==> src/rtl/seq_alu_pkg.sv <==
// Shared types for the sequential ALU: operation select and controller states.
// Latency: n/a (types only).
// Backpressure: n/a.
package seq_alu_pkg;

  typedef enum logic [1:0] {
    ALU_ADD = 2'd0,
    ALU_SUB = 2'd1,
    ALU_MUL = 2'd2,
    ALU_DIV = 2'd3
  } alu_op_e;

  typedef enum logic [1:0] {
    IDLE   = 2'd0,
    ITER   = 2'd1,
    FINISH = 2'd2
  } alu_state_e;

endpackage

==> src/rtl/seq_alu_muldiv.sv <==
// Iterative shift-add multiplier / restoring divider sharing one accumulator pair.
// Latency: WIDTH step cycles after load; result valid once last_step has been taken.
// Backpressure: none; the controller owns load/step sequencing.
module seq_alu_muldiv
  import seq_alu_pkg::*;
#(
  parameter int WIDTH = 8,
  parameter int CNT_W = $clog2(WIDTH + 1)
) (
  input  logic             clk,
  input  logic             rst_n,
  input  logic             load,
  input  logic             step,
  input  alu_op_e          mode,
  input  logic [WIDTH-1:0] op_a,
  input  logic [WIDTH-1:0] op_b,
  output logic             last_step,
  output logic [WIDTH-1:0] result,
  output logic             overflow
);

  localparam logic [CNT_W-1:0] LAST_CNT = CNT_W'(WIDTH - 1);

  // acc_hi: MUL upper product half / DIV partial remainder (one spare bit for DIV shift).
  // acc_lo: MUL multiplier shifting out, product low half shifting in / DIV dividend -> quotient.
  logic [WIDTH:0]   acc_hi;
  logic [WIDTH-1:0] acc_lo;
  logic [WIDTH-1:0] opnd;
  logic             is_div;
  logic [CNT_W-1:0] cnt;

  logic [WIDTH:0]   mul_sum;
  logic [WIDTH:0]   div_shift;
  logic             div_ge;
  logic [WIDTH:0]   div_diff;

  // One step of each algorithm, computed from the current working registers.
  always_comb begin
    mul_sum   = {1'b0, acc_hi[WIDTH-1:0]} + (acc_lo[0] ? {1'b0, opnd} : '0);
    div_shift = {acc_hi[WIDTH-1:0], acc_lo[WIDTH-1]};
    div_ge    = (div_shift >= {1'b0, opnd});
    div_diff  = div_shift - {1'b0, opnd};
  end

  // Working registers: load operands, then advance one bit per step.
  always_ff @(posedge clk or negedge rst_n) begin
    if (!rst_n) begin
      acc_hi <= '0;
      acc_lo <= '0;
      opnd   <= '0;
      is_div <= 1'b0;
      cnt    <= '0;
    end else if (load) begin
      acc_hi <= '0;
      acc_lo <= (mode == ALU_DIV) ? op_a : op_b;
      opnd   <= (mode == ALU_DIV) ? op_b : op_a;
      is_div <= (mode == ALU_DIV);
      cnt    <= '0;
    end else if (step) begin
      cnt <= cnt + 1'b1;
      if (is_div) begin
        acc_hi <= div_ge ? div_diff : div_shift;
        acc_lo <= {acc_lo[WIDTH-2:0], div_ge};
      end else begin
        acc_hi <= {1'b0, mul_sum[WIDTH:1]};
        acc_lo <= {mul_sum[0], acc_lo[WIDTH-1:1]};
      end
    end
  end

  assign last_step = step && (cnt == LAST_CNT);
  // Both modes leave the answer in acc_lo; only MUL reports overflow from the upper half.
  assign result    = acc_lo;
  assign overflow  = !is_div && (|acc_hi[WIDTH-1:0]);

endmodule

==> src/rtl/seq_alu.sv <==
// Multi-cycle ALU: single-cycle ADD/SUB/DIV-by-zero, iterative MUL/DIV with start/done handshake.
// Latency: 1 cycle for ADD/SUB/DIV-by-zero, WIDTH+2 cycles for MUL/DIV.
// Backpressure: busy high while iterating; start is dropped (not queued) unless in IDLE.
module seq_alu
  import seq_alu_pkg::*;
#(
  parameter int WIDTH = 8,
  parameter int CNT_W = $clog2(WIDTH + 1)
) (
  input  logic             clk,
  input  logic             rst_n,
  input  logic             start,
  input  logic [1:0]       alu_sel,
  input  logic [WIDTH-1:0] op_a,
  input  logic [WIDTH-1:0] op_b,
  output logic             busy,
  output logic             done,
  output logic [WIDTH-1:0] alu_out,
  output logic             carry,
  output logic             zero,
  output logic             div_by_zero
);

  alu_state_e       state;
  alu_op_e          op;
  logic             accept;
  logic             b_is_zero;
  logic             md_load;
  logic             md_step;
  logic             md_last;
  logic [WIDTH-1:0] md_result;
  logic             md_ovf;
  logic [WIDTH:0]   add_sum;
  logic [WIDTH-1:0] sub_diff;

  // Decode the request and the single-cycle arithmetic paths.
  always_comb begin
    op        = alu_op_e'(alu_sel);
    accept    = (state == IDLE) && start;
    b_is_zero = (op_b == '0);
    md_load   = accept && ((op == ALU_MUL) || ((op == ALU_DIV) && !b_is_zero));
    md_step   = (state == ITER);
    add_sum   = {1'b0, op_a} + {1'b0, op_b};
    sub_diff  = op_a - op_b;
  end

  seq_alu_muldiv #(
    .WIDTH (WIDTH),
    .CNT_W (CNT_W)
  ) u_muldiv (
    .clk       (clk),
    .rst_n     (rst_n),
    .load      (md_load),
    .step      (md_step),
    .mode      (op),
    .op_a      (op_a),
    .op_b      (op_b),
    .last_step (md_last),
    .result    (md_result),
    .overflow  (md_ovf)
  );

  // Controller FSM with registered handshake, result and flags.
  always_ff @(posedge clk or negedge rst_n) begin
    if (!rst_n) begin
      state       <= IDLE;
      busy        <= 1'b0;
      done        <= 1'b0;
      alu_out     <= '0;
      carry       <= 1'b0;
      zero        <= 1'b0;
      div_by_zero <= 1'b0;
    end else begin
      done <= 1'b0;
      case (state)
        IDLE: begin
          if (start) begin
            case (op)
              ALU_ADD: begin
                alu_out     <= add_sum[WIDTH-1:0];
                carry       <= add_sum[WIDTH];
                zero        <= (add_sum[WIDTH-1:0] == '0);
                div_by_zero <= 1'b0;
                done        <= 1'b1;
              end
              ALU_SUB: begin
                alu_out     <= sub_diff;
                carry       <= (op_a < op_b);
                zero        <= (sub_diff == '0);
                div_by_zero <= 1'b0;
                done        <= 1'b1;
              end
              ALU_MUL: begin
                state <= ITER;
                busy  <= 1'b1;
              end
              default: begin
                if (b_is_zero) begin
                  alu_out     <= '1;
                  carry       <= 1'b0;
                  zero        <= 1'b0;
                  div_by_zero <= 1'b1;
                  done        <= 1'b1;
                end else begin
                  state <= ITER;
                  busy  <= 1'b1;
                end
              end
            endcase
          end
        end
        ITER: begin
          if (md_last) state <= FINISH;
        end
        FINISH: begin
          alu_out     <= md_result;
          carry       <= md_ovf;
          zero        <= (md_result == '0);
          div_by_zero <= 1'b0;
          done        <= 1'b1;
          busy        <= 1'b0;
          state       <= IDLE;
        end
        default: begin
          state <= IDLE;
          busy  <= 1'b0;
        end
      endcase
    end
  end

endmodule
==> config.mk <==
export PLATFORM = sky130hd
export DESIGN_NAME = seq_alu
export DESIGN_NICKNAME = d
export VERILOG_FILES = /design/src/rtl/seq_alu_pkg.sv /design/src/rtl/seq_alu_muldiv.sv /design/src/rtl/seq_alu.sv
export SDC_FILE = /design/constraint.sdc
export NUM_CORES = 1
export LEC_CHECK = 0
export BUFFER_PORTS_ARGS = -buffer_cell sky130_fd_sc_hd__clkbuf_2
export CELL_PAD_IN_SITES_DETAIL_PLACEMENT = 1
export CELL_PAD_IN_SITES_GLOBAL_PLACEMENT = 1
export CORE_ASPECT_RATIO = 0.8
export CORE_MARGIN = 8
export CORE_UTILIZATION = 26
export DETAILED_ROUTE_END_ITERATION = 8
export GPL_TIMING_DRIVEN = 0
export PLACE_DENSITY_LB_ADDON = 0.15
export SYNTH_ARGS = -nofsm -noshare
export SYNTH_HDL_FRONTEND = slang
export SYNTH_SLANG_ARGS = --single-unit
==> constraint.sdc <==
create_clock -name clk -period 2.2 [get_ports clk]
set_input_delay 0.33 -clock clk [delete_from_list [all_inputs] [get_ports clk]]
set_output_delay 0.33 -clock clk [all_outputs]
set_load 0.005 [all_outputs]
## Word-level counts from Yosys, hierarchy flattened

Index checks and enable logic that the tools add are counted.

| storage, ports and cells | value |
|---|---|
| register bits after elaboration | 44 |
| input port bits | 21 |
| output and inout port bits | 13 |
| word-level logic and storage cells | 95 |

| cells by class | value |
|---|---|
| add/subtract/negate cells | 5 |
| magnitude comparators | 2 |
| eq/ne operators | 13 |
| muxes and demuxes | 40 |
| bitwise operators | 1 |
| reduce and logical (&&, ||, !) cells | 22 |

Operator list:

| kind | number |
|---|---|
| two-way mux 8 bit | 12 |
| logical NOT 8 bit | 4 |
| one-hot mux 8 bit (3 select lines) | 1 |
| adder 8 x 8 -> 9 bit | 2 |
| one-hot mux 1 bit (2 select lines) | 8 |
| one-hot mux 8 bit (2 select lines) | 1 |
| AND reduction 4 bit | 4 |
| subtractor 8 bit | 2 |
| greater-or-equal comparator 9 x 8 -> 1 bit | 1 |
| two-way mux 1 bit | 9 |
| < comparator 8 bit | 1 |
| two-way mux 4 bit | 2 |
| inequality test 2 bit (second input constant) | 4 |
| one-hot mux 2 bit (2 select lines) | 2 |
| OR reduction 8 bit | 1 |
| == test 2 bit (second input constant) | 3 |
| two-way mux 2 bit | 3 |
| one-hot mux 1 bit (3 select lines) | 2 |
| logical AND 1 bit | 5 |
| adder 4 x 1 -> 4 bit (second input constant) | 1 |
| == test 2 x 1 -> 1 bit (second input constant) | 2 |
| == test 4 x 3 -> 1 bit (second input constant) | 1 |
| logical NOT 2 bit | 2 |
| inequality test 4 x 2 -> 1 bit (second input constant) | 1 |
| 7 further kinds | 9 |

## Depth between registers and ports, before layout

| logic depth | value |
|---|---|
| depth after elaboration | 6 |
| mapped depth | 12 |
| gate-level depth less buffers | 11 |

## Modules after synthesis

A second synthesis with hierarchy kept.

| second synthesis, totals | value |
|---|---|
| cells, all modules | 481 |
| area, all modules | 4025.1 um^2 |

By module, submodules not included:

| module | times used | cells an instance | area an instance (um^2) | sequential area each (um^2) |
|---|---|---|---|---|
| seq_alu_muldiv | 1 | 273 | 2413.6 | 725.7 |
| seq_alu | 1 | 208 | 1611.5 | 375.4 |

## Worst setup path after synthesis

Ideal clock, no wire load.

| timing | value |
|---|---|
| path kind | register to register |
| start point | register u_muldiv.acc_lo[0], in the netlist u_muldiv.result[0] |
| end point | register u_muldiv.acc_hi[3] |
| setup time | 132 ps |
| arrival time | 2116 ps |
| data required time | 2068 ps |
| slack | -48 ps |
| cell stages (with the launch flop) | 13 |
| buffers on the path | 1 |
| period minus slack after synthesis | 2248 ps |
| cells stage by stage | dfrtp_1 clkbuf_1 and2_1 ha_1 inv_1 fa_1 nor2b_1 o21a_1 nor2_1 xnor2_1 nor2b_1 a311oi_1 a211oi_1 |

| on the way | value |
|---|---|
| word-level cells in the longest chain between the ends | 5 |

RTL lines:

| what | RTL line | text |
|---|---|---|
| from (decl) | seq_alu_muldiv.sv:27 | `logic [WIDTH-1:0] acc_lo;` |
| from (signal assigned) | seq_alu_muldiv.sv:55 | `acc_lo <= (mode == ALU_DIV) ? op_a : op_b;` |
| from (signal assigned) | seq_alu_muldiv.sv:63 | `acc_lo <= {acc_lo[WIDTH-2:0], div_ge};` |
| from (signal assigned) | seq_alu_muldiv.sv:66 | `acc_lo <= {mul_sum[0], acc_lo[WIDTH-1:1]};` |
| two-way mux 8 bit | seq_alu_muldiv.sv:39 | `mul_sum = {1'b0, acc_hi[WIDTH-1:0]} + (acc_lo[0] ? {1'b0, opnd} : '0);` |
| adder 8 x 8 -> 9 bit | seq_alu_muldiv.sv:39 |  |
| two-way mux 8 bit | seq_alu_muldiv.sv:61 | `if (is_div) begin` |
| two-way mux 8 bit | seq_alu_muldiv.sv:59 | `end else if (step) begin` |
| two-way mux 8 bit | seq_alu_muldiv.sv:53 | `end else if (load) begin` |
| to (signal assigned) | seq_alu_muldiv.sv:62 | `acc_hi <= div_ge ? div_diff : div_shift;` |
| to (signal assigned) | seq_alu_muldiv.sv:65 | `acc_hi <= {1'b0, mul_sum[WIDTH:1]};` |
| to (decl) | seq_alu_muldiv.sv:26 | `logic [WIDTH:0] acc_hi;` |

No other way between the ends. The select of a mux whose other input is x is not followed.
A chain may end at the register's enable or synchronous reset.

## Worst setup path in the final report

| timing | value |
|---|---|
| start point | register u_muldiv.acc_lo[7], in the netlist u_muldiv.result[7] |
| end point | register u_muldiv.acc_hi[6] |

| on the way | value |
|---|---|
| word-level cells in the longest chain between the ends | 5 |
| elaborated cells between the ends (all ways) | 6 |
| classes of those cells | 1 x add/sub; 1 x order compare; 4 x mux |

RTL lines:

| what | RTL line |
|---|---|
| subtractor 8 bit or greater-or-equal comparator 9 x 8 -> 1 bit (tied branches) | seq_alu_muldiv.sv:42, seq_alu_muldiv.sv:41 |
| two-way mux 8 bit (*) | seq_alu_muldiv.sv:62 |
| two-way mux 8 bit (*) | seq_alu_muldiv.sv:61 |
| two-way mux 8 bit (*) | seq_alu_muldiv.sv:59 |
| two-way mux 8 bit (*) | seq_alu_muldiv.sv:53 |

Mark *: on every way between the ends. The rest lies on a longest branch, timed or not. The select of a mux whose other input is x is not followed.

==> summary.md <==
| Metric | Value |
|---|---|
| Placeable Area | `14300 sq um` |
| Maximum number of buffers from clock root to sink | `2` |
| Largest net degree at the start of global routing | `45` |
| Final slew viol count | `0` |
| Cts bufs inserted | `5` |
| Final hold viol count | `0` |
| Register-to-Register Path Depth | `11` |
| Relative slew slack | `20.0%` |
| Count of clock tree sinks | `44` |
| Number of storage elements in the synthesis netlist | `44` |
| Final setup viols | `5` |
| Setup repair after global routing missed its margin | `true` |
| DRT iter0 DRCs | `163` |
| Data required time at the worst endpoint | `2.37 ns` |
| Worst EP arrival | `2.49 ns` |
| H-tree Lvls | `2` |
| Average wire per cell in the routed design | `20.1 um` |
| Run status | `finished, violations left` |
| Leading post-synthesis cells by instance count | `dfrtp_1 (44), o21ai_0 (42), nand2_1 (39)` |
| Mapped Area | `3830 sq um` |
| Average via count per standard cell | `5.19` |
| Sort of element at the end of the critical path | `flip-flop` |
| Measured slew at the worst slew-check pin | `1.20 ns` |
| Fin worst setup slack | `-0.113 ns` |
| Clock tree from TritonCTS | `built` |
| Die H | `125 um` |
| Global-route wire length before repair | `21.9 mm` |
| Maximum clock skew at final layout | `0.00963 ns` |
| Die W | `152 um` |
| Initial antenna violation count | `0` |
| Setup slack at placement | `-0.535 ns` |
| Setup TNS | `-0.348 ns` |
| Worst Path Max Fanout | `3` |
| Ratio of cells with drive above 1 in the final layout | `23.1%` |
| Area share of the largest cell type after synthesis | `28.7%` |
| Via count of the first global-routing pass | `3738` |
| # hold bufs at CTS | `0` |
| Leading cell types by total area after synthesis | `dfrtp_1 (29%), ha_1 (11%), mux2i_1 (7.3%)` |
| GRT Util Overall | `14.8%` |
| CTS clk-pin slew, worst paths | `0.06 ns` |
| Fmax | `432 MHz` |
| Post-synthesis net count | `514` |
| Clock root buffer | `clkbuf_16` |
| Gp weighted congestion | `0.823` |
| Netlist cell types | `49` |
| Main synth FF type | `dfrtp_1` |
| Critical path cell sequence | `inv_4 -> ha_4 -> inv_2 -> fa_2 -> a211oi_2 -> o21bai_1 -> a21oi_1 -> xor2_1 -> o21ai_1 -> a21oi_1 -> o21ai_1` |
| Warnings from Yosys | `0` |
| Number of buffers inserted by port buffering | `32` |
| FILL cells | `1726` |
| Async set-or-reset flop fraction in the synthesized netlist | `100%` |
| Routed Wire Length | `14.0 mm` |
| Area overhead of the layout relative to synthesis | `26.9%` |
| Path type of the worst min-delay path | `input port to async pin` |
| DRC | `0` |
| Grt ovf | `0` |
| Layout net count | `574` |
| Register area share after synthesis | `28.7%` |
| Antenna diode count | `0` |
| Slowest library cell on the worst path | `dfrtp_2` |
| Starting density of the core | `26.7%` |
| Path type of the worst setup path | `flip-flop to flip-flop` |
| Number of placement rows | `39` |
| Part of the cycle the worst path needs | `105%` |
| Hpwl dp | `10.7 mm` |
| Number of ports placed on the die boundary | `34` |
| Dominant cell by count in the synthesized netlist | `dfrtp_1` |
| Number of optimization iterations in the first detailed-route pass | `5` |
| Startpoint kind of the worst setup timing path | `flip-flop` |
| Area of the die | `18900 sq um` |
| Synthesized netlist cell count | `455` |
| Post-synth EDFFs | `0` |
| Cell leakage power | `2.12 nW` |
| Areal power density over the cells | `1430 nW/um^2` |
| Number of maximum-capacitance violations | `0` |
| Vias post-DR | `3630` |
| Synthesized area per cell | `8.43 sq um` |
| Delay of the slowest cell on the worst path | `0.43 ns` |
| Violations in the final reports | `negative setup slack` |
| Minimum clock period | `2.31 ns` |
| Remaining number of nets flagged by the antenna check after routing | `0` |
| Hold WS | `0.280 ns` |
| Cell type with the largest total area after synthesis | `dfrtp_1` |
| Worst supply voltage drop on vdd | `0.000416 V` |
| Worst-skew pair later-pin latency | `0.29 ns` |
==> cells in the final DEF, fill, tap and decap left out, drive strengths merged, types with 2 or more instances in the layout <==
| cell | instances |
|---|---|
| nand3 | 17 |
| a21oi | 29 |
| o21ai | 42 |
| a31oi | 9 |
| nor2 | 25 |
| fa | 4 |
| or4 | 2 |
| buf | 29 |
| dfrtp | 44 |
| o211ai | 5 |
| o21a | 4 |
| o221ai | 8 |
| a211oi | 2 |
| or3 | 3 |
| nand3b | 2 |
| inv | 30 |
| nor4 | 10 |
| nor3 | 11 |
| nand2b | 9 |
| o21bai | 2 |
| nand2 | 39 |
| and3 | 2 |
| o31ai | 5 |
| nor2b | 9 |
| xor2 | 6 |
| mux2i | 28 |
| and2 | 10 |
| clkbuf | 52 |
| a21o | 5 |
| nand4 | 5 |
| ha | 34 |
| xnor2 | 15 |
| a2111oi | 3 |
==> final cells by class <==
| class | instances | area [sq um] | area share, % |
|---|---|---|---|
| multi-input cells | 358 | 2820 | 58.0 |
| flip-flops and latches | 44 | 1100 | 22.7 |
| repair buffers | 54 | 350 | 7.20 |
| well taps | 184 | 230 | 4.73 |
| clock buffers | 5 | 125 | 2.57 |
| inverters | 30 | 120 | 2.47 |
| plain buffers | 22 | 105 | 2.16 |
| clock inverters | 2 | 12.5 | 0.257 |
==> critical path: cells and delay by family, from the launching register on <==
family | cells | cell delay (ns)
fa+ha+maj | 2 | 0.54
buf+inv | 2 | 0.12
compound gates | 6 | 0.93
xor+xnor | 1 | 0.17
flops | 1 | 0.43
==> state kept, by name (all words and copies together), names as in the netlist, 2 cells and up <==
name / count
state: 2
alu_out: 8
u_muldiv.opnd: 8
u_muldiv.result: 8
u_muldiv.acc_hi: 8
u_muldiv.cnt: 4
==> per-layer routing <==
metal | GRT usage [%] | vias to the layer above | share of wire, %
met2 | 19.7 | 62 | 41
met3 | 1.89 | 5 | 3.6
met4 | 2.30 | 0 | 0.53
li1 | - | 1756 | -
met1 | 24.2 | 1807 | 55
met5 | 0 | - | 0
==> logic make-up after synthesis <==
kind of cell    share of synthesized area [%]
compound gates                           20.4
xor+xnor                                 4.80
fa+ha+maj                                13.2
buf+inv                                  5.35
flops                                    28.7
mux                                      7.31
simple gates                             20.2
==> final timing paths <==
check / from / to / slack, ns
max: u_muldiv.result[7] / u_muldiv.acc_hi[6] / -0.11
min: rst_n / u_muldiv.cnt[2] / 0.28
max reg2reg: u_muldiv.result[7] / u_muldiv.acc_hi[6] / -0.11
min reg2reg: u_muldiv.cnt[3] / state[1] / 0.47
max in group asynchronous: rst_n / u_muldiv.acc_hi[0] / 1.11
min in group clk: op_a[0] / u_muldiv.opnd[0] / 0.39
==> timing repair <==
item / CTS / global route
cloned: 0 / 0
buffers inserted: 16 / 10
pin swaps: 19 / 26
gates resized for setup: 41 / 46
setup endpoints to repair: 12 / 14
==> where the power goes <==
| group | leakage [nW] | switching [W] | internal, W |
|---|---|---|---|
| clock | 0.0657 | 0.000332 | 0.000413 |
| sequential | 0.527 | 0.000488 | 0.00120 |
| combinational | 1.53 | 0.00241 | 0.00213 |
==> stage by stage <==
stage	power (W)	utilization, %	instance area (sq um)	cells
floorplan	0.00401	-	3840	455
global placement	0.00514	29.5	4230	671
finish	0.00697	33.9	4870	699
global route	0.00756	33.9	4870	699
detailed placement	0.00520	29.5	4230	671
CTS	0.00652	32.4	4650	694
Note: power is estimated with default switching activity, not from simulation.
